[config.mk]
export PLATFORM = sky130hd
export DESIGN_NAME = sprite_blitter_flat
export DESIGN_NICKNAME = d
export VERILOG_FILES = /design/src/rtl/sprite_blitter_if.sv /design/src/rtl/sprite_blitter.sv /design/src/flat_wrapper.sv
export SDC_FILE = /design/constraint.sdc
export NUM_CORES = 1
export LEC_CHECK = 0
export ABC_AREA = 1
export CAP_MARGIN = 10
export CORE_ASPECT_RATIO = 2
export CORE_MARGIN = 2
export CORE_UTILIZATION = 55
export DETAILED_ROUTE_END_ITERATION = 6
export PLACE_DENSITY = 0.81
export SETUP_SLACK_MARGIN = 0.02
export SLEW_MARGIN = 20
export SYNTH_ARGS = -nofsm -noshare
export SYNTH_HDL_FRONTEND = slang
export SYNTH_SLANG_ARGS = --single-unit
export TNS_END_PERCENT = 1
[constraint.sdc]
create_clock -name clock -period 6.3 [get_ports clock]
set_clock_uncertainty 0.05 [all_clocks]
set_input_delay 1.26 -clock clock [delete_from_list [all_inputs] [get_ports clock]]
set_output_delay 1.26 -clock clock [all_outputs]
set_load 0.1 [all_outputs]
[src/rtl/sprite_blitter_if.sv]
// Sprite blitter port bundle: draw-controller request fields, sprite ROM
// read port and the VGA adapter write port, plus FSM state for debug.
// Optional macro SPRITE_BLIT_MIRROR_EN adds the 1-bit mirror request field.
//
// Handshake: start is a one-cycle request that is accepted only while the
// blitter is idle (busy=0 and done=0). The request fields are sampled in
// the accepting cycle. busy then stays high until the cycle in which done
// pulses for exactly one cycle. A start seen while busy or during done is
// dropped, not queued.
interface sprite_blitter_if #(
  parameter int ADDR_W = 13,
  parameter int DIM_W  = 8,
  parameter int X_W    = 8,
  parameter int Y_W    = 7,
  parameter int COL_W  = 3
);
  logic              start;
  logic [X_W-1:0]    base_x;
  logic [Y_W-1:0]    base_y;
  logic [DIM_W-1:0]  spr_w;
  logic [DIM_W-1:0]  spr_h;
  logic [COL_W-1:0]  fg_col;
  logic [COL_W-1:0]  bg_col;
  logic              transparent;
`ifdef SPRITE_BLIT_MIRROR_EN
  logic              mirror;
`endif
  logic              rom_q;
  logic [ADDR_W-1:0] rom_addr;
  logic [X_W-1:0]    vga_x;
  logic [Y_W-1:0]    vga_y;
  logic [COL_W-1:0]  vga_colour;
  logic              vga_plot;
  logic              busy;
  logic              done;
  logic [1:0]        fsm_state;

`ifdef SPRITE_BLIT_MIRROR_EN
  modport slave (
    input  start, base_x, base_y, spr_w, spr_h, fg_col, bg_col, transparent,
           mirror, rom_q,
    output rom_addr, vga_x, vga_y, vga_colour, vga_plot, busy, done, fsm_state
  );
  modport master (
    output start, base_x, base_y, spr_w, spr_h, fg_col, bg_col, transparent,
           mirror, rom_q,
    input  rom_addr, vga_x, vga_y, vga_colour, vga_plot, busy, done, fsm_state
  );
`else
  modport slave (
    input  start, base_x, base_y, spr_w, spr_h, fg_col, bg_col, transparent,
           rom_q,
    output rom_addr, vga_x, vga_y, vga_colour, vga_plot, busy, done, fsm_state
  );
  modport master (
    output start, base_x, base_y, spr_w, spr_h, fg_col, bg_col, transparent,
           rom_q,
    input  rom_addr, vga_x, vga_y, vga_colour, vga_plot, busy, done, fsm_state
  );
`endif
endinterface

[src/rtl/sprite_blitter.sv]
// Sprite blitter: scans a WIDTH x HEIGHT rectangle of a 1-bit sprite ROM in
// row-major order and writes one VGA pixel per visible, non-transparent
// ROM bit. Address-to-plot latency is 2 cycles at 1 pixel per cycle.
// Optional macro SPRITE_BLIT_MIRROR_EN reads each row right-to-left.
module sprite_blitter #(
  parameter int ADDR_W = 13,
  parameter int DIM_W  = 8,
  parameter int X_W    = 8,
  parameter int Y_W    = 7,
  parameter int COL_W  = 3,
  parameter int SCR_W  = 160,
  parameter int SCR_H  = 120
) (
  input logic       clock,
  input logic       resetn,
  sprite_blitter_if.slave bus
);
  typedef enum logic [1:0] {IDLE = 2'd0, RUN = 2'd1, DRAIN = 2'd2, FIN = 2'd3} state_t;

  // Sums are one bit wider than the widest operand so wrap-around can never
  // land a pixel back on screen.
  localparam int MAX_W = (X_W > DIM_W) ? ((X_W > Y_W) ? X_W : Y_W)
                                       : ((DIM_W > Y_W) ? DIM_W : Y_W);
  localparam int SUM_W = MAX_W + 1;

  state_t state, state_nxt;

  logic [X_W-1:0]    cap_x;
  logic [Y_W-1:0]    cap_y;
  logic [DIM_W-1:0]  cap_w, cap_h;
  logic [COL_W-1:0]  cap_fg, cap_bg;
  logic              cap_tr;
  logic [DIM_W-1:0]  col, row;
  logic [ADDR_W-1:0] rom_addr_r;
  logic              s1_valid;
  logic [DIM_W-1:0]  s1_col, s1_row;
  logic              drain_cnt;
  logic [X_W-1:0]    out_x;
  logic [Y_W-1:0]    out_y;
  logic [COL_W-1:0]  out_col;
  logic              out_plot;

  logic              accept, zero_dim, last_col, last_row, plot_nxt;
  logic [ADDR_W-1:0] addr_inc;
  logic [SUM_W-1:0]  x_sum, y_sum;

  assign accept   = (state == IDLE) && bus.start;
  assign zero_dim = (bus.spr_w == '0) || (bus.spr_h == '0);
  assign last_col = (col == cap_w - DIM_W'(1));
  assign last_row = (row == cap_h - DIM_W'(1));
  assign addr_inc = rom_addr_r + ADDR_W'(1);

`ifdef SPRITE_BLIT_MIRROR_EN
  logic              cap_mir;
  logic [ADDR_W-1:0] row_base, nxt_base, w_m1;
  assign nxt_base = row_base + ADDR_W'(cap_w);
  assign w_m1     = ADDR_W'(cap_w) - ADDR_W'(1);
`endif

  // FSM state register
  always_ff @(posedge clock or negedge resetn) begin
    if (!resetn) state <= IDLE;
    else         state <= state_nxt;
  end

  // FSM next-state: empty sprites skip straight to the done pulse
  always_comb begin
    state_nxt = state;
    case (state)
      IDLE:  if (bus.start) state_nxt = zero_dim ? FIN : RUN;
      RUN:   if (last_col && last_row) state_nxt = DRAIN;
      DRAIN: if (drain_cnt) state_nxt = FIN;
      FIN:   state_nxt = IDLE;
      default: state_nxt = IDLE;
    endcase
  end

  // Request capture and stage-0 scan: one ROM address per RUN cycle
  always_ff @(posedge clock or negedge resetn) begin
    if (!resetn) begin
      cap_x <= '0; cap_y <= '0; cap_w <= '0; cap_h <= '0;
      cap_fg <= '0; cap_bg <= '0; cap_tr <= 1'b0;
      col <= '0; row <= '0; rom_addr_r <= '0;
`ifdef SPRITE_BLIT_MIRROR_EN
      cap_mir <= 1'b0; row_base <= '0;
`endif
    end else if (accept) begin
      cap_x <= bus.base_x; cap_y <= bus.base_y;
      cap_w <= bus.spr_w;  cap_h <= bus.spr_h;
      cap_fg <= bus.fg_col; cap_bg <= bus.bg_col; cap_tr <= bus.transparent;
      col <= '0; row <= '0;
`ifdef SPRITE_BLIT_MIRROR_EN
      cap_mir  <= bus.mirror;
      row_base <= '0;
      rom_addr_r <= (bus.mirror && !zero_dim) ? ADDR_W'(bus.spr_w) - ADDR_W'(1) : '0;
`else
      rom_addr_r <= '0;
`endif
    end else if (state == RUN && !(last_col && last_row)) begin
      if (last_col) begin
        col <= '0;
        row <= row + DIM_W'(1);
`ifdef SPRITE_BLIT_MIRROR_EN
        row_base   <= nxt_base;
        rom_addr_r <= cap_mir ? nxt_base + w_m1 : addr_inc;
`else
        rom_addr_r <= addr_inc;
`endif
      end else begin
        col <= col + DIM_W'(1);
`ifdef SPRITE_BLIT_MIRROR_EN
        rom_addr_r <= cap_mir ? rom_addr_r - ADDR_W'(1) : addr_inc;
`else
        rom_addr_r <= addr_inc;
`endif
      end
    end
  end

  // Stage 1: delay the (col,row) tag to line up with rom_q; count drain cycles
  always_ff @(posedge clock or negedge resetn) begin
    if (!resetn) begin
      s1_valid <= 1'b0; s1_col <= '0; s1_row <= '0; drain_cnt <= 1'b0;
    end else begin
      s1_valid  <= (state == RUN);
      s1_col    <= col;
      s1_row    <= row;
      drain_cnt <= (state == DRAIN) ? ~drain_cnt : 1'b0;
    end
  end

  assign x_sum    = SUM_W'(cap_x) + SUM_W'(s1_col);
  assign y_sum    = SUM_W'(cap_y) + SUM_W'(s1_row);
  assign plot_nxt = s1_valid && (x_sum < SUM_W'(SCR_W)) && (y_sum < SUM_W'(SCR_H))
                    && !(cap_tr && !bus.rom_q);

  // Output register: coordinates and colour only move when a pixel is plotted
  always_ff @(posedge clock or negedge resetn) begin
    if (!resetn) begin
      out_x <= '0; out_y <= '0; out_col <= '0; out_plot <= 1'b0;
    end else begin
      out_plot <= plot_nxt;
      if (plot_nxt) begin
        out_x   <= x_sum[X_W-1:0];
        out_y   <= y_sum[Y_W-1:0];
        out_col <= bus.rom_q ? cap_fg : cap_bg;
      end
    end
  end

  assign bus.rom_addr   = rom_addr_r;
  assign bus.vga_x      = out_x;
  assign bus.vga_y      = out_y;
  assign bus.vga_colour = out_col;
  assign bus.vga_plot   = out_plot;
  assign bus.busy       = (state == RUN) || (state == DRAIN);
  assign bus.done       = (state == FIN);
  assign bus.fsm_state  = state;
endmodule

[src/flat_wrapper.sv]
// flat-port wrapper written by rule: the top's interface ports become plain ports
module sprite_blitter_flat 
#(
  parameter int ADDR_W = 13,
  parameter int DIM_W  = 8,
  parameter int X_W    = 8,
  parameter int Y_W    = 7,
  parameter int COL_W  = 3,
  parameter int SCR_W  = 160,
  parameter int SCR_H  = 120
)
  (clock, resetn, bus_start, bus_base_x, bus_base_y, bus_spr_w, bus_spr_h, bus_fg_col, bus_bg_col, bus_transparent, bus_rom_q, bus_rom_addr, bus_vga_x, bus_vga_y, bus_vga_colour, bus_vga_plot, bus_busy, bus_done, bus_fsm_state);
  sprite_blitter_if #(.ADDR_W(ADDR_W), .DIM_W(DIM_W), .X_W(X_W), .Y_W(Y_W), .COL_W(COL_W)) bus_i ();
  input logic clock;
  input logic resetn;
  input wire logic [$bits(bus_i.start)-1:0] bus_start;
  input wire logic [$bits(bus_i.base_x)-1:0] bus_base_x;
  input wire logic [$bits(bus_i.base_y)-1:0] bus_base_y;
  input wire logic [$bits(bus_i.spr_w)-1:0] bus_spr_w;
  input wire logic [$bits(bus_i.spr_h)-1:0] bus_spr_h;
  input wire logic [$bits(bus_i.fg_col)-1:0] bus_fg_col;
  input wire logic [$bits(bus_i.bg_col)-1:0] bus_bg_col;
  input wire logic [$bits(bus_i.transparent)-1:0] bus_transparent;
  input wire logic [$bits(bus_i.rom_q)-1:0] bus_rom_q;
  output wire logic [$bits(bus_i.rom_addr)-1:0] bus_rom_addr;
  output wire logic [$bits(bus_i.vga_x)-1:0] bus_vga_x;
  output wire logic [$bits(bus_i.vga_y)-1:0] bus_vga_y;
  output wire logic [$bits(bus_i.vga_colour)-1:0] bus_vga_colour;
  output wire logic [$bits(bus_i.vga_plot)-1:0] bus_vga_plot;
  output wire logic [$bits(bus_i.busy)-1:0] bus_busy;
  output wire logic [$bits(bus_i.done)-1:0] bus_done;
  output wire logic [$bits(bus_i.fsm_state)-1:0] bus_fsm_state;
  assign bus_i.start = bus_start;
  assign bus_i.base_x = bus_base_x;
  assign bus_i.base_y = bus_base_y;
  assign bus_i.spr_w = bus_spr_w;
  assign bus_i.spr_h = bus_spr_h;
  assign bus_i.fg_col = bus_fg_col;
  assign bus_i.bg_col = bus_bg_col;
  assign bus_i.transparent = bus_transparent;
  assign bus_i.rom_q = bus_rom_q;
  assign bus_rom_addr = bus_i.rom_addr;
  assign bus_vga_x = bus_i.vga_x;
  assign bus_vga_y = bus_i.vga_y;
  assign bus_vga_colour = bus_i.vga_colour;
  assign bus_vga_plot = bus_i.vga_plot;
  assign bus_busy = bus_i.busy;
  assign bus_done = bus_i.done;
  assign bus_fsm_state = bus_i.fsm_state;
  sprite_blitter #(.ADDR_W(ADDR_W), .DIM_W(DIM_W), .X_W(X_W), .Y_W(Y_W), .COL_W(COL_W), .SCR_W(SCR_W), .SCR_H(SCR_H)) u_core (.clock(clock), .resetn(resetn), .bus(bus_i));
endmodule
==> flow_results.org <==
** Run status
- Status :: finished, final reports clean

** Final layout
- Leaving out filler cells and counting taps, the final layout contains 1007.
- Largest register FFs :: 13
- Share of final-layout standard cells stronger than drive strength 1 :: 7.382%
- Fin area :: 7242 µm²
- Net count reported at finish :: 931
- Area Growth Syn to Fin :: 18.90%
- # diodes :: 0

** Yosys
- Sequential cells were found to cover 43.55% of the synthesized design area.
- Number of synthesized register bits :: 106
- The most used flip-flop cell after synthesis is dfrtp_1.
- After synthesis, the share of flip-flops with an asynchronous set or reset is 100.0%.
- Ranked by total cell area, the synthesized netlist is headed by dfrtp_1 44%, nand2_1 16%, nor2_1 5.5%.
- Syn avg cell area :: 7.690 µm²
- Mapped Cells :: 792
- The synthesized design contains 0 enable-type register cells.
- Count of cell types in the netlist :: 37
- Syn nets :: 861
- After synthesis the cells add up to 6091 µm².
- Number of warnings reported in the yosys synthesis log :: 0
- Synth area leader :: dfrtp_1
- Of the post-synthesis cell area, the dominant cell type holds 43.55%.

** Timing
- At the pin with the least slew margin, the transition time is 1.006 ns.
- In the finished design, the share of the clock period the worst path needs comes to 59.53%.
- Summed over all failing endpoints, the final setup total negative slack is 0 ns.
- Setup repair after global routing missed its margin :: false
- For this run, the top clock speed supported by timing is 0.2667 GHz.
- The number of endpoints with negative hold slack in the final report was 0.
- Slew headroom :: 32.71%
- Setup violations remaining at the end of the flow were counted as 0.
- The clock period could shrink to 3.750 ns.
- Final count of pins violating max slew :: 0

** Power
- Power Dens Cells :: 558.4 nW/µm²
- Cell leakage power :: 3.589 nW
- IR analysis of the VDD net gives a maximum drop of 0.5033 mV.

** Die
- The die is 152.8 µm tall.
- Initial Utilization :: 55.99%
- Die Wd :: 78.41 µm
- In this run the core area contains 54 standard-cell rows.
- Core area :: 10880 µm²
- 78 I/O pins were placed.
- Overall die area :: 11980 µm²

** Global route
- The via count of the first global-routing pass came to 5495.
- The initial antenna violation count came to 0.
- Final global-route overflow total :: 0
- In the global route stage, overall resource usage came out at 24.99%.
- Maximum number of pins on one net before global-route repair :: 75
- First-pass GRT wire length :: 23990 µm

** Clocking
- In this run the post-CTS setup repair buffer count came out at 0.
- Hold repair after CTS inserted 0 buffers.
- Htree depth :: 3
- CTS Sinks :: 106
- CTS buffer count :: 9
- The clock passes through at most 2 buffers.
- PostCTS Resize Cnt :: 0
- Clock latency of the later-clocked register in the worst-skew pair :: 0.35 ns
- Clock tree from TritonCTS :: done
- The cell sitting at the root of the clock tree is a clkbuf_16.
- Clock-pin transition on the worst setup and hold timing paths :: 0.07 ns

** Route
- Number of nets with antenna violations after routing :: 0
- Before antenna repair, the detailed router went through 7 iterations.
- After detailed routing, the total wire length is 14290 µm.
- Routed wire length per instance :: 14.19 µm
- Violation count after the first detailed-route iteration :: 336
- Routed vias :: 5424
- Vias per cell :: 5.386
- Residual DRC :: 0

** Placement
- The placed instances occupy a cell area of 6928 µm².
- Including well taps, the total number of placed cells is 991.
- Final weighted congestion of routability-driven global placement :: 0.8351
- Detailed placement ended at an HPWL of 10380 µm.
- Input and output buffers added on the ports amount to 77.

** Worst setup path
- The worst setup path is captured at a register.
- In this run the worst path has a maximum fanout of 71.
- The worst setup path is of the in -> reg kind.
- Req. time, crit path :: 6.53 ns
- STA classifies the critical path startpoint as a primary input.
- At the worst endpoint, the arrival time is 3.98 ns.

** Hold path
- Type of the worst min-delay path :: reg -> reg

** Job
- Max-cap violations in this run came to 0.
==> critical path, stage by stage <==
cell             delay [ns]
clkdlybuf4s50_1        0.42
nand2_1                0.07
buf_4                  0.40
clkinv_2               0.85
a31oi_2                0.72
nand2_1                0.12
nand2_1                0.10
==> through the flow <==
step           setup slack, ns  power (W)  hold WS [ns]  util (%)
6_report                 2.550   0.004044        0.3801     66.57
5_1_grt                  2.331   0.004332        0.3898     66.57
4_1_cts                  2.628   0.004056        0.3806     66.56
3_5_place_dp             2.686   0.003451        0.3682     63.69
3_3_place_gp             2.798   0.003376        0.3626     63.69
2_1_floorplan            2.933   0.002959        0.2987         -
==> cell usage after synthesis, types with 2 or more instances <==
cell	count
nor2_1	90
a21oi_2	2
nor4_1	5
buf_6	5
o21ai_0	24
o21ai_2	13
nand3_1	54
dfrtp_1	106
clkbuf_1	9
nand4_1	7
o21ai_1	2
inv_1	71
nand2_4	3
nand3b_1	3
nor3_1	30
nand2_1	265
a21oi_1	8
ha_1	25
nor2_2	2
buf_2	4
inv_2	9
fa_1	2
nand3_2	9
xnor2_1	8
xor2_1	23
nand2_2	2
==> final timing paths <==
kind	start	end	slack, ns	depth (start not counted)
worst max-delay path	bus_start	u_core.row[7]	2.55	7
worst min-delay path	u_core.drain_cnt	u_core.drain_cnt	0.38	1
worst max register to register	u_core.bus.fsm_state[0]	u_core.row[7]	3.11	8
worst min register to register	u_core.drain_cnt	u_core.drain_cnt	0.38	1
max in group asynchronous	resetn	u_core.row[5]	4.17	2
min in group asynchronous	resetn	u_core.bus.rom_addr[11]	0.78	1
==> cell type report <==
cell class	instances	area, µm²
Clock buffer	11	252.7
Clock inverter	5	60.06
Multi-Input combinational cell	585	3013
Timing Repair Buffer	79	783.3
Inverter	81	305.3
Tap cell	140	175.2
Sequential cell	106	2653
Fill cell	882	3636
==> power by group <==
group,internal (W),switching [W],total (W)
registers,0.000935,0.000197,0.00113
clock network,0.000332,0.000255,0.000587
logic,0.000638,0.00169,0.00233
total,0.00190,0.00214,0.00404
==> cell usage in the layout (no fill, tap or decap) <==
cell type / count
nand2_2: 2
nor2_8: 1
nor3b_1: 1
or2_1: 1
o21ai_0: 24
clkinv_2: 2
buf_4: 3
nor3_1: 30
o21ai_2: 13
nor2_1: 90
nand3b_1: 3
nand2_1: 265
xnor2_1: 8
ha_1: 25
clkbuf_8: 2
nand4_1: 7
nand2_4: 3
nand3_4: 1
inv_1: 71
or2_2: 1
xor2_1: 23
nor2_2: 2
nor4_1: 5
o22ai_1: 1
o21ai_1: 2
fa_1: 2
clkinv_1: 1
nand3_2: 9
nor2_4: 1
inv_2: 8
clkdlybuf4s50_1: 76
a31oi_2: 1
a21oi_1: 8
nand3_1: 54
a21oi_2: 2
clkinvlp_4: 1
inv_6: 2
clkbuf_16: 9
bufinv_16: 1
dfrtp_1: 106
==> logic make-up after synthesis <==
family          after synthesis  synth area share, %
compound gates               51                5.259
xor+xnor                     31                4.458
fa+ha+maj                    27                5.793
buf+inv                     101                6.984
flops                       106                43.55
simple gates                476                33.96
==> per-layer routing <==
metal	share of wire, %	wire length (µm)	up-vias	track usage, %
met2	57	8086	188	47.99
met1	35	5046	2550	25.01
met4	3.6	517	0	12.45
li1	-	-	2647	-
met5	0	0	-	0
met3	4.5	637	39	4.132
No activity file was read; power rests on OpenSTA's default activity.
